File: config.mk
export PLATFORM = sky130hd
export DESIGN_NAME = my_sync_fifo
export DESIGN_NICKNAME = d
export VERILOG_FILES = /design/src/rtl/my_sync_fifo.sv
export SDC_FILE = /design/constraint.sdc
export NUM_CORES = 1
export LEC_CHECK = 0
export CAP_MARGIN = 25
export CORE_MARGIN = 1
export CORE_UTILIZATION = 46
export DETAILED_ROUTE_END_ITERATION = 12
export PLACE_DENSITY = 0.66
export SLEW_MARGIN = 20
export SYNTH_ARGS = -nofsm -noshare
export SYNTH_HDL_FRONTEND = slang
export SYNTH_SLANG_ARGS = --single-unit
File: constraint.sdc
create_clock -name clk -period 3.66 [get_ports clk]
set_input_delay 1.098 -clock clk [delete_from_list [all_inputs] [get_ports clk]]
set_output_delay 1.098 -clock clk [all_outputs]
set_load 0.05 [all_outputs]
File: src/rtl/my_sync_fifo.sv
// rtl/my_sync_fifo.sv - show-ahead synchronous FIFO; almost flags enabled by FIFO_ALMOST_FLAGS_EN
module my_sync_fifo #(
    parameter int WIDTH     = 12,
    parameter int DEPTH     = 8,
    parameter int AW        = $clog2(DEPTH),
    parameter int AFULL_TH  = DEPTH - 2,
    parameter int AEMPTY_TH = 2
) (
    input  logic             clk,
    input  logic             rst,
    input  logic             clr,
    input  logic             wr_en,
    input  logic [WIDTH-1:0] wr_data,
    input  logic             rd_en,
    output logic [WIDTH-1:0] rd_data,
    output logic             full,
    output logic             empty,
    output logic [AW:0]      count,
    output logic             almost_full,
    output logic             almost_empty,
    output logic             overflow,
    output logic             underflow
);

    localparam logic [AW:0] FULL_CNT = (AW + 1)'(DEPTH);

    // Reject unusable configurations at elaboration time
    if (DEPTH < 4 || (DEPTH & (DEPTH - 1)) != 0 || AFULL_TH > DEPTH || AEMPTY_TH > DEPTH
        || WIDTH < 1) begin : g_bad_cfg
        $error("my_sync_fifo: illegal parameter combination");
    end

    logic [WIDTH-1:0] mem_q [DEPTH];
    logic [AW-1:0]    wr_ptr_q, wr_ptr_d;
    logic [AW-1:0]    rd_ptr_q, rd_ptr_d;
    logic [AW:0]      count_q, count_d;
    logic             overflow_q, overflow_d;
    logic             underflow_q, underflow_d;
    logic             rd_ok, wr_ok;

    assign empty = (count_q == '0);
    assign full  = (count_q == FULL_CNT);
    assign count = count_q;
    assign rd_data   = mem_q[rd_ptr_q];
    assign overflow  = overflow_q;
    assign underflow = underflow_q;

    // A read frees a slot in the same cycle, so a write into a full queue is
    // accepted when paired with a successful read
    assign rd_ok = rd_en && !empty;
    assign wr_ok = wr_en && (!full || rd_ok);

`ifdef FIFO_ALMOST_FLAGS_EN
    localparam logic [AW:0] AFULL_CNT  = (AW + 1)'(AFULL_TH);
    localparam logic [AW:0] AEMPTY_CNT = (AW + 1)'(AEMPTY_TH);
    assign almost_full  = (count_q >= AFULL_CNT);
    assign almost_empty = (count_q <= AEMPTY_CNT);
`else
    assign almost_full  = 1'b0;
    assign almost_empty = 1'b0;
`endif

    // Next-state for pointers, occupancy and sticky error flags; clr wins over traffic
    always_comb begin
        wr_ptr_d    = wr_ptr_q;
        rd_ptr_d    = rd_ptr_q;
        count_d     = count_q;
        overflow_d  = overflow_q;
        underflow_d = underflow_q;
        if (clr) begin
            wr_ptr_d    = '0;
            rd_ptr_d    = '0;
            count_d     = '0;
            overflow_d  = 1'b0;
            underflow_d = 1'b0;
        end else begin
            if (wr_ok) begin
                wr_ptr_d = wr_ptr_q + AW'(1);
            end
            if (rd_ok) begin
                rd_ptr_d = rd_ptr_q + AW'(1);
            end
            case ({wr_ok, rd_ok})
                2'b10:   count_d = count_q + (AW + 1)'(1);
                2'b01:   count_d = count_q - (AW + 1)'(1);
                default: count_d = count_q;
            endcase
            // Setting beats clearing when both happen in one cycle
            if (wr_en && !wr_ok) begin
                overflow_d = 1'b1;
            end else if (rd_ok) begin
                overflow_d = 1'b0;
            end
            if (rd_en && !rd_ok) begin
                underflow_d = 1'b1;
            end else if (wr_ok) begin
                underflow_d = 1'b0;
            end
        end
    end

    // Control state register with asynchronous reset
    always_ff @(posedge clk or posedge rst) begin
        if (rst) begin
            wr_ptr_q    <= '0;
            rd_ptr_q    <= '0;
            count_q     <= '0;
            overflow_q  <= 1'b0;
            underflow_q <= 1'b0;
        end else begin
            wr_ptr_q    <= wr_ptr_d;
            rd_ptr_q    <= rd_ptr_d;
            count_q     <= count_d;
            overflow_q  <= overflow_d;
            underflow_q <= underflow_d;
        end
    end

    // Storage array; contents are left untouched by reset and flush
    always_ff @(posedge clk) begin
        if (wr_ok && !clr) begin
            mem_q[wr_ptr_q] <= wr_data;
        end
    end

endmodule

==> results of run 1 <==
[state kept, by name, summed over array words and instances (netlist names)]
signal	cells
count	4
overflow	1
rd_ptr_q	3
mem_q	96
underflow	1
wr_ptr_q	3
[critical path, delay by kind of cell, from the launching register on]
| kind | cells | cell delay, ns |
|---|---|---|
| AND/OR/NAND/NOR | 2 | 0.70 |
| flip-flops | 1 | 0.48 |
| buffers and inverters | 1 | 0.82 |
[power by group]
| group | internal (W) | switching (W) |
|---|---|---|
| Clock | 0.000258 | 0.000414 |
| Sequential | 0.00139 | 0.0000500 |
| Combinational | 0.000439 | 0.000634 |
[per-stage QoR]
| step | util, % | hold WS, ns | cell area, um2 | power, W |
|---|---|---|---|---|
| floorplan | - | 0.534 | 4540 | 0.00228 |
| global placement | 54.2 | 0.551 | 5110 | 0.00254 |
| detailed placement | 54.2 | 0.569 | 5110 | 0.00255 |
| CTS | 56.2 | 0.587 | 5290 | 0.00322 |
| global route | 56.2 | 0.627 | 5290 | 0.00333 |
| finish | 56.2 | 0.587 | 5290 | 0.00318 |
[worst max-delay path by stage]
stage / slack [ns] / start / to / cells after the start
floorplan: 0.18 / rd_en / mem_q[0][0] / 5
global placement: 0.59 / wr_en / count[3] / 8
detailed placement: 0.47 / wr_en / count[3] / 8
CTS: 0.16 / count[0] / full / 3
global route: 0.08 / count[0] / empty / 3
finish: 0.18 / count[0] / full / 3
[final cells by class]
class                   instances  area, um2
fillers                       734       4130
flip-flops and latches        108       3180
multi-input cells             110       1280
repair buffers                 53        470
well taps                     129        161
clock buffers                   9        124
clock inverters                 7       57.6
inverters                       3       11.3
[layer usage]
| metal | vias to the layer above | track usage [%] | part of all wire, % |
|---|---|---|---|
| met3 | 9 | 4.35 | 3.0 |
| met2 | 38 | 26.3 | 49 |
| li1 | 1049 | - | - |
| met1 | 1194 | 23.1 | 47 |
| met4 | 0 | 6.02 | 1.7 |
| met5 | - | 0 | 0 |
[cells in the final DEF, fill, tap and decap left out, drive strengths merged, types with 2 or more instances in the layout]
cell type and count:
dfrtp 12, clkdlybuf4s50 24, nor2 23, nand2b 2, mux4 24, mux2 12
nor4 2, nor3 3, edfxtp 96, mux2i 5, a21oi 2, clkbuf 9
inv 6, nand2 3, nor2b 2, xor2 3, ha 4, xnor2 3
conb 2, clkinv 3, a211oi 3, o21ai 3, buf 29, o211ai 4
[kinds of logic (layout without fill, tap and decap cells)]
group | Yosys count | count (layout)
other cells | 1 | 2
buf+inv | 18 | 72
simple gates | 39 | 39
mux | 41 | 41
flops | 108 | 108
xor+xnor | 6 | 6
compound gates | 17 | 17
fa+ha+maj | 5 | 5
==> run summary, run 1 <==
Synth top cells by count -> edfxtp_1, mux4_1, nor2_1, dfrtp_1, mux2_2
Worst-Skew Late Latency -> 0.38 ns
Cells after Synth -> 235
DR pass1 iterations -> 4
Worst path required time -> 2.56 ns
Worst Reg-to-Reg Cells -> 8
Syn Std Cell Area -> 4540 um2
RD Place Congestion -> 0.764
CTS Root Buffer Type -> clkbuf_8
Final WS setup -> 0.183 ns
Detailed placer's ending HPWL -> 4.94 mm
Share of cells above drive strength 1 -> 22.8%
Placed cell count -> 403
Fmax -> 288 MHz
Critical path's slowest cell -> clkdlybuf4s50_1
Die area -> 10,300 um2
Vias in the first global route -> 2,206
Final hold violations -> 0
Relative slew slack -> 51.3%
Grt total ovfl -> 0
Die width -> 101 um
Largest net degree at the start of global routing -> 20
First-pass GRT wire length -> 12.2 mm
Post-synth EDFFs -> 96
Count of pins over their slew limit -> 0
Routed len/inst -> 18.8 um
Measured slew at the worst slew-check pin -> 0.730 ns
Final WL -> 7.88 mm
Area grow syn2layout -> 16.5%
Inserted Clock Buffers -> 9
Top-area cell type share of the netlist area -> 63.5%
WHS Path Cells -> 2
Synth Area in Adders -> 1.54%
Setup violations, final -> 0
Vias per std cell -> 5.47
Max cap viols -> 0
HP Class -> reg2reg
Final ANT Viol Nets -> 0
FF-to-FF Start -> count[0]
Leak -> 1.82 nW
Initial antenna violation count -> 0
Die Y -> 101 um
Core ar. -> 9420 um2
Min-Delay Endpoint -> wr_ptr_q[0]
Reg-to-reg critical path endpoint -> count[3]
Final Non-Filler Cells -> 419
Nets -> 307
Startpoint type of the worst setup path -> register
Via count -> 2,290
Synth top area cells -> edfxtp_1, mux4_1, dfrtp_1
# diodes -> 0
# Post-CTS Setup Buffers -> 0
H-tree Lvls -> 3
Initial core utilization -> 48.2%
Post-synthesis mux area share -> 17.9%
Crit-path max FO -> 8
Ys async rst share -> 11.1%
Post-cts resize count -> 0
Synth Area in Compound Gates -> 3.06%
Min Tclk post-route -> 3.48 ns
Most numerous cell in the Yosys netlist -> edfxtp_1
Synth Flop Type -> edfxtp_1
Post-route DRC -> 0
WP data arrival -> 2.38 ns
Port bufs -> 36
Outcome -> completed
Xor and xnor area share after synthesis -> 1.16%
Max incr delay on CP -> 0.82 ns
# clock sinks -> 108
WS Path Type -> reg2out
IO Pins -> 39
Mean post-synth cell area -> 19.3 um2
Yosys cell types -> 38
Synth area leader -> edfxtp_1
Min-delay src -> wr_ptr_q[0]
Clock Skew -> 0.0209 ns
Post-Synth Simple-Gate Area -> 3.89%
Critical Path End Type -> output port
Peak supply drop -> 0.000496 V
CTS tree -> yes
Post-CTS Hold Buffers -> 0
Initial DRC count -> 92
R2r setup slk -> 1.03 ns
Gr usage total -> 16.8%
RSZ-0062 raised after global routing -> false
Setup TNS -> 0 ns
Part of the Yosys area used for sequential elements -> 70.1%
Pre-CTS setup slack -> 0.467 ns
Clock Tree Buf Depth -> 2
Core Rows -> 35
Largest family of logic cells by synthesized area -> multiplexers
CP cell instances -> or3_1 -> nor2_1 -> clkdlybuf4s50_1
Clk slew on worst S/H paths -> 0.11 ns
PwrDens -> 602 nW/um2
Seq cells post-synth -> 108
Ys Warns -> 0
Final worst-path cycle share -> 95.0%
Power figures use the tool's default switching activity.
==> inputs of run 2 (changes only) <==
GPL_ROUTABILITY_DRIVEN = 0   (was not set)
==> results of run 2 <==
Same layout as run 1: the final DEF is identical, and so are final timing and power.
